`src/rtl/fpadd_pkg.sv`:
```
// Shared types and constants for the fpadd issue sequencer.
package fpadd_pkg;
  localparam int TAG_W = 8;
  localparam logic [31:0] FP_QNAN = 32'h7FC00000;

  typedef enum logic [1:0] {IDLE, ISSUE, WAIT, HOLD} seq_state_e;

  typedef struct packed {
    logic [31:0] a;
    logic [31:0] b;
  } fp_pair_t;

  typedef struct packed {
    logic [31:0]      sum;
    logic [TAG_W-1:0] tag;
    logic             err;
  } fp_res_t;
endpackage

```
`src/rtl/fpadd_seq_if.sv`:
```
// Operand input, adder issue and result output signals of the sequencer.
interface fpadd_seq_if;
  import fpadd_pkg::*;

  logic             in_valid;
  logic             in_ready;
  logic [31:0]      in_a;
  logic [31:0]      in_b;
  logic             add_start;
  logic [31:0]      add_a;
  logic [31:0]      add_b;
  logic [31:0]      add_sum;
  logic             add_done;
  logic             out_valid;
  logic             out_ready;
  logic [31:0]      out_sum;
  logic [TAG_W-1:0] out_tag;
  logic             out_err;

  modport master (
    input  in_valid, in_a, in_b, add_sum, add_done, out_ready,
    output in_ready, add_start, add_a, add_b, out_valid, out_sum, out_tag, out_err
  );

  modport slave (
    output in_valid, in_a, in_b, add_sum, add_done, out_ready,
    input  in_ready, add_start, add_a, add_b, out_valid, out_sum, out_tag, out_err
  );
endinterface

```
`src/rtl/fp_operand_fifo.sv`:
```
// Synchronous operand-pair FIFO; head is read combinationally, pointers wrap modulo DEPTH.
module fp_operand_fifo #(
  parameter int DEPTH = 4,
  parameter int W     = 64,
  localparam int AW   = $clog2(DEPTH),
  localparam int CW   = $clog2(DEPTH) + 1
) (
  input  logic          clk,
  input  logic          reset,
  input  logic          push,
  input  logic [W-1:0]  wdata,
  input  logic          pop,
  output logic [W-1:0]  rdata,
  output logic          full,
  output logic          empty,
  output logic [CW-1:0] count
);
  logic [W-1:0]  mem [DEPTH];
  logic [AW-1:0] wr_ptr, rd_ptr;
  logic          push_ok, pop_ok;

  assign full    = (count == CW'(DEPTH));
  assign empty   = (count == '0);
  assign push_ok = push && !full;
  assign pop_ok  = pop && !empty;
  assign rdata   = mem[rd_ptr];

  always_ff @(posedge clk)
    if (push_ok) mem[wr_ptr] <= wdata;

  always_ff @(posedge clk or posedge reset)
    if (reset) begin
      wr_ptr <= '0;
      rd_ptr <= '0;
      count  <= '0;
    end else begin
      if (push_ok) wr_ptr <= wr_ptr + 1'b1;
      if (pop_ok)  rd_ptr <= rd_ptr + 1'b1;
      case ({push_ok, pop_ok})
        2'b10:   count <= count + 1'b1;
        2'b01:   count <= count - 1'b1;
        default: ;
      endcase
    end
endmodule

```
`src/rtl/fpadd_seq.sv`:
```
// Buffers operand pairs and issues them one at a time to a multi-cycle fpadd,
// returning tagged results; a watchdog converts a hung adder into a flagged qNaN.
module fpadd_seq
  import fpadd_pkg::*;
#(
  parameter int DEPTH   = 4,
  parameter int TIMEOUT = 300
) (
  input logic         clk,
  input logic         reset,
  fpadd_seq_if.master bus
);
  localparam int CW  = $clog2(DEPTH) + 1;
  localparam int WDW = $clog2(TIMEOUT);

  seq_state_e       state, state_n;
  fp_pair_t         head;
  logic             fifo_full, fifo_empty, push, pop, finish, abort;
  logic [CW-1:0]    fifo_count;
  logic [WDW-1:0]   wdog;
  logic [TAG_W-1:0] issue_tag, out_tag;
  logic [31:0]      add_a, add_b, out_sum;
  logic             out_err;

  assign push          = bus.in_valid && !fifo_full;
  assign bus.in_ready  = (fifo_count != CW'(DEPTH));
  assign bus.add_start = (state == ISSUE);
  assign bus.add_a     = add_a;
  assign bus.add_b     = add_b;
  assign bus.out_valid = (state == HOLD);
  assign bus.out_sum   = out_sum;
  assign bus.out_tag   = out_tag;
  assign bus.out_err   = out_err;

  fp_operand_fifo #(.DEPTH(DEPTH), .W($bits(fp_pair_t))) u_fifo (
    .clk   (clk),
    .reset (reset),
    .push  (push),
    .wdata ({bus.in_a, bus.in_b}),
    .pop   (pop),
    .rdata (head),
    .full  (fifo_full),
    .empty (fifo_empty),
    .count (fifo_count)
  );

  // add_done is only looked at in WAIT: fpadd leaves it high until the next start.
  always_comb begin
    state_n = state;
    pop     = 1'b0;
    finish  = 1'b0;
    abort   = 1'b0;
    case (state)
      IDLE:  if (!fifo_empty) begin
               pop     = 1'b1;
               state_n = ISSUE;
             end
      ISSUE: state_n = WAIT;
      WAIT:  if (bus.add_done) begin
               finish  = 1'b1;
               state_n = HOLD;
             end else if (wdog == WDW'(TIMEOUT - 1)) begin
               finish  = 1'b1;
               abort   = 1'b1;
               state_n = HOLD;
             end
      HOLD:  if (bus.out_ready) begin
               if (!fifo_empty) begin
                 pop     = 1'b1;
                 state_n = ISSUE;
               end else begin
                 state_n = IDLE;
               end
             end
      default: state_n = IDLE;
    endcase
  end

  always_ff @(posedge clk or posedge reset)
    if (reset) begin
      state     <= IDLE;
      add_a     <= '0;
      add_b     <= '0;
      out_sum   <= '0;
      out_tag   <= '0;
      out_err   <= 1'b0;
      issue_tag <= '0;
      wdog      <= '0;
    end else begin
      state <= state_n;
      if (pop) begin
        add_a <= head.a;
        add_b <= head.b;
      end
      if (state == ISSUE)              wdog <= '0;
      else if (state == WAIT && !finish) wdog <= wdog + 1'b1;
      if (finish) begin
        out_sum   <= abort ? FP_QNAN : bus.add_sum;
        out_err   <= abort;
        out_tag   <= issue_tag;
        issue_tag <= issue_tag + 1'b1;
      end
    end
endmodule

```
`src/flat_wrapper.sv`:
```
// flat-port wrapper written by rule: the top's interface ports become plain ports
module fpadd_seq_flat import fpadd_pkg::*;
#(
  parameter int DEPTH   = 4,
  parameter int TIMEOUT = 300
)
  (clk, reset, bus_in_valid, bus_in_a, bus_in_b, bus_add_sum, bus_add_done, bus_out_ready, bus_in_ready, bus_add_start, bus_add_a, bus_add_b, bus_out_valid, bus_out_sum, bus_out_tag, bus_out_err);
  fpadd_seq_if bus_i ();
  input logic clk;
  input logic reset;
  input wire logic [$bits(bus_i.in_valid)-1:0] bus_in_valid;
  input wire logic [$bits(bus_i.in_a)-1:0] bus_in_a;
  input wire logic [$bits(bus_i.in_b)-1:0] bus_in_b;
  input wire logic [$bits(bus_i.add_sum)-1:0] bus_add_sum;
  input wire logic [$bits(bus_i.add_done)-1:0] bus_add_done;
  input wire logic [$bits(bus_i.out_ready)-1:0] bus_out_ready;
  output wire logic [$bits(bus_i.in_ready)-1:0] bus_in_ready;
  output wire logic [$bits(bus_i.add_start)-1:0] bus_add_start;
  output wire logic [$bits(bus_i.add_a)-1:0] bus_add_a;
  output wire logic [$bits(bus_i.add_b)-1:0] bus_add_b;
  output wire logic [$bits(bus_i.out_valid)-1:0] bus_out_valid;
  output wire logic [$bits(bus_i.out_sum)-1:0] bus_out_sum;
  output wire logic [$bits(bus_i.out_tag)-1:0] bus_out_tag;
  output wire logic [$bits(bus_i.out_err)-1:0] bus_out_err;
  assign bus_i.in_valid = bus_in_valid;
  assign bus_i.in_a = bus_in_a;
  assign bus_i.in_b = bus_in_b;
  assign bus_i.add_sum = bus_add_sum;
  assign bus_i.add_done = bus_add_done;
  assign bus_i.out_ready = bus_out_ready;
  assign bus_in_ready = bus_i.in_ready;
  assign bus_add_start = bus_i.add_start;
  assign bus_add_a = bus_i.add_a;
  assign bus_add_b = bus_i.add_b;
  assign bus_out_valid = bus_i.out_valid;
  assign bus_out_sum = bus_i.out_sum;
  assign bus_out_tag = bus_i.out_tag;
  assign bus_out_err = bus_i.out_err;
  fpadd_seq #(.DEPTH(DEPTH), .TIMEOUT(TIMEOUT)) u_core (.clk(clk), .reset(reset), .bus(bus_i));
endmodule
```
`config.mk`:
```
export PLATFORM = sky130hd
export DESIGN_NAME = fpadd_seq_flat
export DESIGN_NICKNAME = d
export VERILOG_FILES = /design/src/rtl/fpadd_pkg.sv /design/src/rtl/fpadd_seq_if.sv /design/src/rtl/fp_operand_fifo.sv /design/src/rtl/fpadd_seq.sv /design/src/flat_wrapper.sv
export SDC_FILE = /design/constraint.sdc
export NUM_CORES = 1
export LEC_CHECK = 0
export BUFFER_PORTS_ARGS = -buffer_cell sky130_fd_sc_hd__buf_2
export CORE_MARGIN = 2
export CORE_UTILIZATION = 36
export DETAILED_ROUTE_END_ITERATION = 10
export RECOVER_POWER = 100
export SLEW_MARGIN = 40
export SYNTH_ARGS = -nofsm -noshare
export SYNTH_HDL_FRONTEND = slang
export SYNTH_SLANG_ARGS = --single-unit
```
`constraint.sdc`:
```
create_clock -name clk -period 5.15 [get_ports clk]
set_input_delay 0.2575 -clock clk [delete_from_list [all_inputs] [get_ports clk]]
set_output_delay 0.2575 -clock clk [all_outputs]
set_load 0.005 [all_outputs]
```
# == Word level (Yosys, flattened, before mapping) ==
# Memory sizes are Yosys's and may differ from the RTL's. A register that Yosys moved wholly into a read port is not among the register bits.
# Cells that the tools add are included.
# classes
add_sub_neg,6
n_reduce_logical,12
eq_ne,11
mux,20
# op_table
cell,count
$mux W32,1
$mux W9,2
$mux W1,10
$add A9 B1 Y9 const B,1
$eq A9 B9 Y1 const B,1
$add A8 B1 Y8 const B,1
$mux W2,4
$pmux W2 S4,1
$eq A2 B2 Y1 const B,3
$pmux W3 S2,1
$add A2 B1 Y2 const B,2
$eq A2 B1 Y1 const B,2
$logic_and A1 B1 Y1,4
$ne A2 B2 Y1 const B,2
$reduce_bool A2 Y1,2
$add A3 B1 Y3 const B,1
$eq A3 B3 Y1 const B,1
$logic_not A1 Y1,3
$logic_not A3 Y1,1
$ne A3 B2 Y1 const B,1
$ne A3 B3 Y1 const B,1
$reduce_and A3 Y1,1
$sub A3 B1 Y3 const B,1
$logic_not A2 Y1,1
$pmux W1 S2,1
# totals
inputBits,101
out_inout_bits,108
elab_cells,59
memories,1
ramBits,256
register_bits,67
# memory_table
memory,depth,word_bits,read_ports,rd_ports_with_merged_regs,write_ports,line_no,source
u_core.u_fifo.mem,4,64,1,1,1,fp_operand_fifo.sv:18,logic [W-1:0] mem [DEPTH];

# == Depth between registers and ports, before layout ==
# Gate-level depths: netlist of the first run.
# logic_depth
word_depth,8
mapped_depth,12
ltp_nobuf,10

# == Hierarchy ==
# From an unflattened synthesis of the first run, not the netlist that was laid out.
# unflattened
hier_cells,703
area_unflattened_um2,14586.5
# by_module_without_submodules
mod,seq_area_each_um2,area_per_inst_um2,cells_each,instances
fp_operand_fifo,7862.5,9659.3,372,1
fpadd_seq,3103.0,4927.2,331,1

# == Worst setup path after synthesis of the first run ==
# Ideal clock, no wire load.
# synth_timing
path_kind,register to register
from,register u_core.u_fifo.count[0]
to,"memory u_core.u_fifo.mem[0][0], enable pin"
path_slack_ps,2543
path_buffers,0
setup_ps,429
synth_period_minus_slack_ps,2607
stages_incl_launch_ff,4
required_time_ps,4721
arrival_time_ps,2178
cell_sequence,dfrtp_1 > inv_1 > nand3_1 > and3_1
# synth_between
elab_chain_len,6
# synth_lines
item,line_no,source
"start, declared",fp_operand_fifo.sv:16,output logic [CW-1:0] count
"start signal, assigned",fp_operand_fifo.sv:40,2'b10: count <= count + 1'b1;
"start signal, assigned",fp_operand_fifo.sv:41,2'b01: count <= count - 1'b1;
$eq A3 B3 Y1 *,fp_operand_fifo.sv:22,assign full = (count == CW'(DEPTH));
$logic_not A1 Y1 *,"fp_operand_fifo.sv:24, fpadd_seq.sv:25",
$logic_and A1 B1 Y1,fpadd_seq.sv:25,assign push = bus.in_valid && !fifo_full;
$logic_and A1 B1 Y1 *,fp_operand_fifo.sv:24,assign push_ok = push && !full;
$mux W1 *,fp_operand_fifo.sv:29,if (push_ok) mem[wr_ptr] <= wdata;
$mux W1 (not written as such) *,fp_operand_fifo.sv:29,
"end, declared",fp_operand_fifo.sv:18,
# Mark *: on every way between the ends. The rest lies on a longest branch, timed or not.

# == Final worst setup path of the first run ==
# layout_timing
from,register u_core.u_fifo.count[0]
to,"memory u_core.u_fifo.mem[2][47], enable pin"
# The elaborated chain is that of the path after synthesis.

==> results of run 1 <==
[placed cells by master (no fill, tap or decap), types with 12 or more instances in the layout]
cell | netlist | routed
mux4_2 | 64 | 64
ha_1 | 12 | 12
clkbuf_16 | 0 | 43
mux2_2 | 74 | 74
dlygate4sd3_1 | 0 | 97
dfrtp_1 | 131 | 129
buf_2 | 10 | 73
clkinv_2 | 0 | 12
clkbuf_1 | 9 | 140
a22o_1 | 23 | 23
edfxtp_1 | 256 | 256
[state kept, by name, summed over array words and instances, names as in the netlist]
signal and flops:
u_core.state 2, u_core.u_fifo.count 3, u_core.u_fifo.wr_ptr 2, u_core.bus.add_b 32
u_core.bus.out_sum 32, u_core.wdog 9, u_core.u_fifo.mem 256, u_core.issue_tag 8
u_core.bus.out_tag 8, u_core.bus.add_a 32, u_core.bus.out_err 1, u_core.u_fifo.rd_ptr 2
[final timing paths]
path                                         from                        to  slack [ns]  depth (start not counted)
setup / recovery           u_core.u_fifo.count[0]  u_core.u_fifo.mem[2][47]        1.65                          4
hold / removal                       bus_in_valid   u_core.u_fifo.wr_ptr[0]        0.19                          3
setup reg to reg           u_core.u_fifo.count[0]  u_core.u_fifo.mem[2][47]        1.65                          4
hold reg to reg               u_core.issue_tag[7]       u_core.issue_tag[7]        0.46                          1
max in group asynchronous                   reset   u_core.u_fifo.rd_ptr[1]        3.64                          4
min in group asynchronous                   reset     u_core.bus.out_sum[4]        0.35                          3
[power groups by stage]
| stage | sequential [W] | clock [W] | combinational, W |
|---|---|---|---|
| after global placement | 0.00481 | 0 | 0.00285 |
| final | 0.00470 | 0.00308 | 0.00290 |
| after CTS | 0.00469 | 0.00318 | 0.00308 |
| after detailed placement | 0.00475 | 0 | 0.00301 |
| after floorplan | 0.00466 | 0 | 0.00200 |
| after global routing | 0.00481 | 0.00330 | 0.00321 |
[metrics by stage]
stage,instances,worst slack (ns)
after global placement,1411,2.495
after floorplan,699,1.395
final,1589,1.653
after CTS,1588,2.446
after detailed placement,1413,2.472
after global routing,1589,1.248
[kinds of logic (layout without fill, tap and decap cells)]
logic type                 count (synthesis)  count (layout)  share of synthesized area [%]
xor gates and xnor gates                  17              17                          1.026
other                                      0               1                              0
and+or+nand+nor                           52              52                          2.138
buffers and inverters                     40             404                          1.508
DFF                                      387             387                          75.54
muxes                                    141             141                          15.91
AOI/OAI and AO/OA                         49              49                          2.706
adders and majority gates                 13              13                          1.172
[layer usage]
| layer | wire length, um | up-vias | share of wire, % |
|---|---|---|---|
| met5 | 0 | - | 0 |
| met4 | 715 | 0 | 2.4 |
| met3 | 2024 | 48 | 6.7 |
| met2 | 14260 | 218 | 47 |
| met1 | 13310 | 3823 | 44 |
| li1 | - | 3444 | - |
[timing repair]
action / CTS / global route
gates resized for setup: 0 / 0
endpoints found under the setup margin: 0 / 0
hold buffers: 97 / 0
endpoints found under the hold margin: 383 / 0
[cell type report]
class	instances	share of cell area [%]
sequential	387	59.73
multi-input combinational	272	18.04
clock inverter	25	1.519
tap	525	3.576
antenna	1	0.01362
inverter	10	0.2452
clock buffer	53	6.279
timing repair buffer	316	10.60
[critical path, delay by kind of cell, from the launching register on]
family	cells	cell delay (ns)
and+or+nand+nor	2	2.06
DFF	1	0.40
buffers and inverters	2	0.70
==> out/qor.csv, run 1 <==
stage,metric,value,unit
outcome,status,finished with violations,
outcome,violations,"capacitance limit, slew limit",
global_route,use_met2,23.88,%
power_and_ir_drop,ir_drop,0.3180,mV
run,maxCapViolCount,5,
power_and_ir_drop,switching_power,0.003052,W
synthesis,syn_avg_cell_area,20.77,um2
drt,drt_wl_total,30310,um
synthesis,synth_enable_flop_cells,256,
cells_and_area,fill_cells,3423,
global_route,gr-usage-met3,3.579,%
place,gp_congestion,0.7446,
power_and_ir_drop,power.internal,0.007631,W
die,die_w,204.8,um
power_and_ir_drop,p_per_area,581.5,nW/um2
drt,dr.pass1.iters,4,
synthesis,synth_area_leaders,"edfxtp_1 (53%), dfrtp_1 (23%), mux4_2 (9.9%)",
drt,postRouteAntennaNets,0,
die,core_area,39730,um2
drt,drc,0,
timing,worst_pin_slew,2.490,ns
worst_setup_path,worstSetupPathType,flop to flop,
global_route,grt.busiest_layer,met2,
timing,finalCriticalPeriod,3.497,ns
worst_setup_path,crit_required,5.37,ns
cells_and_area,multi_input_area,3314,um2
timing,rsz0062_at_grt,no,
worst_setup_path,critPathArrivalTime,3.72,ns
die,rows,73,
timing,hold_viol_final,0,
synthesis,synth_area_leader_cell,edfxtp_1,
place,hpwl,17230,um
place,portBuffers,208,
clock_tree,post-cts-setup-buffers,0,
timing,holdWs,0.1874,ns
global_route,grt_max_degree,97,
clock_tree,clock_sinks,387,
cells_and_area,fin_util,46.24,%
synthesis,netlist_top_cells_count,"edfxtp_1 (256), dfrtp_1 (131), mux2_2 (74)",
synthesis,yosysUniqueCellTypes,42,
timing,min_period_over_period,67.91,%
synthesis,synth_ff_type,edfxtp_1,
power_and_ir_drop,power_frac_comb,27.2,%
die,dieHeight,204.8,um
synthesis,syn_area,14520,um2
timing,finalSetupTns,0,ns
drt,wl_per_cell,19.08,um
synthesis,yosysWarnings,0,
die,start_util,36.54,%
synthesis,syn_nets,813,
clock_tree,cts_tree,done,
worst_setup_path,startpoint_type,flop,
place,placed_area,16180,um2
cells_and_area,nets,1143,
synthesis,yosysMostFrequentCell,edfxtp_1,
synthesis,syn_inst,699,
timing,max-slew-margin-rel,-66.02,%
global_route,antenna_found_initial,1,
worst_setup_path,slowest_delay,1.89,ns
synthesis,synth.top_cell.area_share,52.96,%
power_and_ir_drop,seqPwrFrac,44.0,%
timing,slew_violations,191,
power_and_ir_drop,leakagePower,6.736,nW
timing,fin_skew,0.02338,ns
synthesis,synth-async-reset-ratio,33.85,%
worst_setup_path,cp-end-kind,flop,
power_and_ir_drop,pwr-share-clk,28.8,%
global_route,grtUsageMet1,18.95,%
global_route,grt_usage,14.62,%
clock_tree,cts_buffers,42,
synthesis,synth_seq_cells,387,
cells_and_area,seqCellArea,10970,um2
clock_tree,clockBufferDepth,3,
clock_tree,worstSkewPairLatency,0.57,ns
worst_setup_path,cp_slowest_cell,and3_1,
cells_and_area,syn2layout_area_growth,26.56,%
global_route,first_global_vias,7964,
clock_tree,root_buffer,clkbuf_16,
drt,drtIter0Drc,389,
cells_and_area,layout-drive-gt1-share,27.85,%
synthesis,ys_seq_area_share,75.54,%
worst_setup_path,worstPathCellList,"inv_1, nand3_1, and3_1, buf_4",
power_and_ir_drop,swShare,28.57,%
global_route,grt_first_pass_wirelength,46070,um
timing,fmax,285.9,MHz
clock_tree,cts_htree_levels,2,
drt,num_vias,7533,
cells_and_area,final_cell_area,18370,um2
drt,vias_per_cell,4.741,
worst_setup_path,cp_max_fo,41,
timing,setup_violations,0,
die,io_pins,209,
power_and_ir_drop,p_total,0.01068,W
die,die-area,41950,um2
clock_tree,clk_pin_slew,0.06,ns
global_route,grt_overflow,0,
min_path,hold_path.class,primary input to flop,
(Power assumes the default switching activity.)
==> inputs of run 2 (changes only) <==
Clock period 5.15 ns to 3.6 ns, I/O delays scaled along.
==> out/qor.csv, run 2 (same netlist as run 1, synthesis figures left out) <==
stage,metric,value,unit
clock_tree,clock_sinks,387,
worst_setup_path,slowest_delay,1.04,ns
cells_and_area,nets,1152,
drt,dr.pass1.iters,4,
cells_and_area,final_common_cell,edfxtp_1,
global_route,grt_first_pass_wirelength,47300,um
power_and_ir_drop,p_per_area,824.8,nW/um2
outcome,status,finished with violations,
power_and_ir_drop,ir_drop,0.4657,mV
timing,finalCriticalPeriod,2.766,ns
drt,vias_per_cell,4.776,
min_path,hold_path.class,primary input to flop,
die,core_area,39730,um2
die,io_pins,209,
cells_and_area,diodes,0,
worst_setup_path,critPathArrivalTime,2.96,ns
global_route,grt_overflow,0,
timing,finalSetupTns,0,ns
die,start_util,36.54,%
worst_setup_path,reg2reg_depth,4,
worst_setup_path,cp_slowest_cell,and3_2,
drt,postRouteAntennaNets,0,
timing,min_period_over_period,76.82,%
timing,max-slew-margin-rel,-19.26,%
drt,drt_wl_total,30560,um
global_route,grt_usage,14.86,%
worst_setup_path,crit_cells,4,
cells_and_area,syn2layout_area_growth,26.40,%
timing,worst_pin_slew,1.789,ns
timing,setup_violations,0,
place,pre_cts_ws,1.333,ns
run,maxCapViolCount,1,
timing,fin_skew,0.02137,ns
clock_tree,clk_pin_slew,0.06,ns
die,die-area,41950,um2
place,portBuffers,208,
outcome,violations,"capacitance limit, slew limit",
clock_tree,post-cts-setup-buffers,0,
die,rows,73,
worst_setup_path,cp-end-kind,flop,
die,die_w,204.8,um
worst_setup_path,cp_top_family,simple AND/OR/NAND/NOR gates,
worst_setup_path,r2r_slack,0.83,ns
timing,slew_violations,35,
clock_tree,cts_tree,done,
drt,wl_per_cell,19.15,um
global_route,first_global_vias,8240,
power_and_ir_drop,leakagePower,6.693,nW
place,gp_congestion,0.7236,
worst_setup_path,cp_num_buf_inv,2,
clock_tree,holdBufCountCts,97,
timing,rsz0062_at_grt,no,
drt,num_vias,7623,
clock_tree,worstSkewPairLatency,0.57,ns
timing,worst_slack,0.8343,ns
global_route,grtUsageMet1,18.90,%
global_route,antenna_found_initial,1,
drt,drc,0,
global_route,use_met2,24.51,%
min_path,holdPathStages,3,
clock_tree,cts_resized,0,
clock_tree,cts_htree_levels,2,
timing,hold_viol_final,0,
worst_setup_path,crit_required,3.80,ns
place,placed_area,16280,um2
global_route,grt_max_degree,67,
clock_tree,cts_buffers,42,
drt,drtIter0Drc,396,
clock_tree,root_buffer,clkbuf_16,
global_route,gr-usage-met3,4.868,%
global_route,grt.busiest_layer,met2,
cells_and_area,layout-drive-gt1-share,26.80,%
worst_setup_path,worstSetupPathType,flop to flop,
cells_and_area,final_cell_area,18350,um2
worst_setup_path,startpoint_type,flop,
clock_tree,clockBufferDepth,3,
cells_and_area,layout_common_cells,"edfxtp_1 (256), clkbuf_1 (165), dfrtp_1 (129)",
worst_setup_path,cp_max_fo,42,
cells_and_area,largest_register_ffs,256,
timing,fmax,361.6,MHz
die,dieHeight,204.8,um
cells_and_area,regMostFlops,u_core.u_fifo.mem,
worst_setup_path,worstPathCellList,"inv_1, nand3_1, and3_2, clkbuf_1",
place,hpwl,17990,um
## run 2: worst reg2reg max path, delay by kind of cell (launching register included)
| family | cells | cell delay (ns) |
|---|---|---|
| DFF | 1 | 0.40 |
| buffers and inverters | 2 | 0.80 |
| and+or+nand+nor | 2 | 1.21 |
## run 2: metrics by stage
stage | hold slack [ns] | instances | power [W] | utilization [%]
2_1_floorplan | 0.2789 | 699 | 0.009522 | -
3_3_place_gp | 0.3935 | 1420 | 0.01105 | 40.88
3_5_place_dp | 0.1318 | 1422 | 0.01115 | 40.97
4_1_cts | 0.04950 | 1596 | 0.01558 | 46.87
5_1_grt | 0.1226 | 1596 | 0.01606 | 46.18
6_report | 0.09586 | 1596 | 0.01513 | 46.18
## run 2: power by group
group	internal (W)	switching, W
combinational	0.00215	0.00193
sequential	0.00611	0.000678
clock	0.00251	0.00176
## run 2: worst paths after layout
check                                       start                       end
min reg2reg                   u_core.issue_tag[7]       u_core.issue_tag[7]
max in group asynchronous                   reset    u_core.u_fifo.count[2]
max                        u_core.u_fifo.count[0]  u_core.u_fifo.mem[1][11]
min in group asynchronous                   reset       u_core.bus.add_a[1]
min                                  bus_in_valid   u_core.u_fifo.wr_ptr[0]
max reg2reg                u_core.u_fifo.count[0]  u_core.u_fifo.mem[1][11]
## run 2: layer usage
metal / wire length [um] / part of all wire [%] / vias to the layer above
li1: - / - / 3452
met1: 13090 / 43 / 3910
met2: 14640 / 48 / 215
met3: 2282 / 7.5 / 44
met4: 527 / 1.7 / 2
met5: 13 / 0.043 / -
## run 2: area by class of cell
class	instances	area, um2
inverters	10	38.79
clock inverters	16	198.9
flip-flops and latches	387	10970
multi-input cells	272	3316
repair buffers	325	1992
clock buffers	61	1174
fillers	3432	21380
well taps	525	656.9
==> inputs of run 3 (changes only) <==
Clock period 3.6 ns to 2.25 ns, I/O delays scaled along.
==> out/qor.csv, run 3 (same netlist as run 1, synthesis figures left out) <==
stage,metric,value,unit
cells_and_area,nets,1155,
worst_setup_path,r2r_slack,0.14,ns
cells_and_area,largest_register_ffs,256,
die,rows,73,
timing,rsz0062_at_grt,no,
global_route,antenna_found_initial,0,
timing,fmax,473.8,MHz
timing,worst_pin_slew,1.405,ns
cells_and_area,layout_common_cells,"edfxtp_1 (256), clkbuf_1 (139), dfrtp_1 (129)",
drt,num_vias,7682,
worst_setup_path,cp_max_fo,66,
power_and_ir_drop,p_per_area,1338,nW/um2
worst_setup_path,r2r_end,u_core.bus.add_a[6],
clock_tree,root_buffer,clkbuf_16,
clock_tree,clockBufferDepth,3,
drt,drc,0,
min_path,holdPathStages,4,
power_and_ir_drop,leakagePower,6.805,nW
drt,postRouteAntennaNets,0,
drt,vias_per_cell,4.804,
global_route,first_global_vias,8149,
die,die-area,41950,um2
clock_tree,worstSkewPairLatency,0.56,ns
run,maxCapViolCount,0,
timing,slew_violations,0,
die,die_w,204.8,um
worst_setup_path,cp-end-kind,flop,
drt,drt_wl_total,29920,um
worst_setup_path,r2r_start,u_core.state[0],
timing,min_period_over_period,93.80,%
cells_and_area,layout-drive-gt1-share,29.61,%
die,io_pins,209,
clock_tree,cts_buffers,42,
die,core_area,39730,um2
global_route,grt_max_degree,88,
timing,hold_viol_final,0,
place,gp_congestion,0.7354,
outcome,status,finished clean,
clock_tree,cts_htree_levels,2,
clock_tree,clk_pin_slew,0.06,ns
global_route,grt_usage,14.51,%
global_route,grt_first_pass_wirelength,46480,um
drt,wl_per_cell,18.71,um
worst_setup_path,reg2reg_depth,6,
place,portBuffers,208,
timing,max-slew-margin-rel,6.316,%
clock_tree,clock_sinks,387,
global_route,grt_overflow,0,
min_path,hold_path.class,primary input to flop,
cells_and_area,syn2layout_area_growth,27.96,%
place,placed_area,16400,um2
drt,dr.pass1.iters,5,
timing,fin_skew,0.02082,ns
drt,drtIter0Drc,355,
cells_and_area,final_cell_area,18580,um2
clock_tree,cts_tree,done,
die,dieHeight,204.8,um
die,start_util,36.54,%
worst_setup_path,endpoint,u_core.bus.add_a[6],
worst_setup_path,crit_path_start,u_core.state[0],
timing,finalSetupTns,0,ns
cells_and_area,final_common_cell,edfxtp_1,
worst_setup_path,crit_required,2.69,ns
worst_setup_path,startpoint_type,flop,
worst_setup_path,critPathArrivalTime,2.55,ns
worst_setup_path,worstSetupPathType,flop to flop,
power_and_ir_drop,ir_drop,1.030,mV
timing,setup_violations,0,
cells_and_area,regMostFlops,u_core.u_fifo.mem,
place,hpwl,17130,um
cells_and_area,diodes,0,
timing,finalCriticalPeriod,2.111,ns
## run 3: cell types whose count changed in the layout (fill, tap and decap cells not counted), moves of 3 or more
cell,delta
and3_1,+3
clkbuf_4,+5
bufinv_16,+4
clkbuf_1,-26
clkbuf_2,+3
buf_2,+9
clkinvlp_4,+5
and3_2,-4
## run 3: timing repair
| item | CTS | global route |
|---|---|---|
| resized for setup | 0 | 0 |
| hold buffers | 98 | 0 |
| setup endpoints to repair | 0 | 1 |
| setup buffers | 0 | 1 |
| endpoints found under the hold margin | 420 | 0 |
## run 3: layout make-up
class                           instances  area, um2
Timing Repair Buffer                  328       2051
Inverter                               10      41.29
Clock buffer                           54       1167
Tap cell                              525      656.9
Clock inverter                         23      330.3
Fill cell                            3414      21160
Multi-Input combinational cell        272       3356
Sequential cell                       387      10970
## run 3: critical path: stages (launching register included)
cell	delay [ns]
dfrtp_1	0.43
inv_2	0.13
ha_4	0.22
nor3_4	0.22
buf_4	0.15
buf_12	0.31
mux2_2	0.40
## run 3: per-stage QoR
step | util (%) | worst slack [ns] | cells | total power [W] | hold WS [ns]
floorplan | - | 0.03659 | 699 | 0.01527 | 0.2114
global placement | 41.27 | 0.1949 | 1423 | 0.01786 | 0.3239
detailed placement | 41.27 | 0.1370 | 1423 | 0.01801 | 0.3263
CTS | 47.50 | 0.1375 | 1598 | 0.02560 | 0.06282
global route | 46.75 | 0.06274 | 1599 | 0.02628 | 0.1058
finish | 46.75 | 0.1394 | 1599 | 0.02485 | 0.09638
## run 3: how the worst min path moves through the flow
stage | from | to
final | bus_out_ready | u_core.state[0]
after global routing | bus_out_ready | u_core.state[0]
after CTS | bus_out_ready | u_core.state[0]
after detailed placement | reset | u_core.bus.add_b[6]
after global placement | bus_in_a[19] | u_core.u_fifo.mem[1][51]
after floorplan | bus_in_b[0] | u_core.u_fifo.mem[0][0]
## run 3: where the power goes
group	internal (W)	switching (W)	total, W
Clock	0.00450	0.00282	0.00732
Combinational	0.00358	0.00327	0.00685
Sequential	0.00977	0.000912	0.0107
Total	0.0178	0.00700	0.0248
## run 3: metal layers
metal | global-route usage (%) | part of all wire (%)
met5 | 0 | 0
met1 | 18.98 | 43
met3 | 3.850 | 6.9
met4 | 4.762 | 2.0
met2 | 23.58 | 48
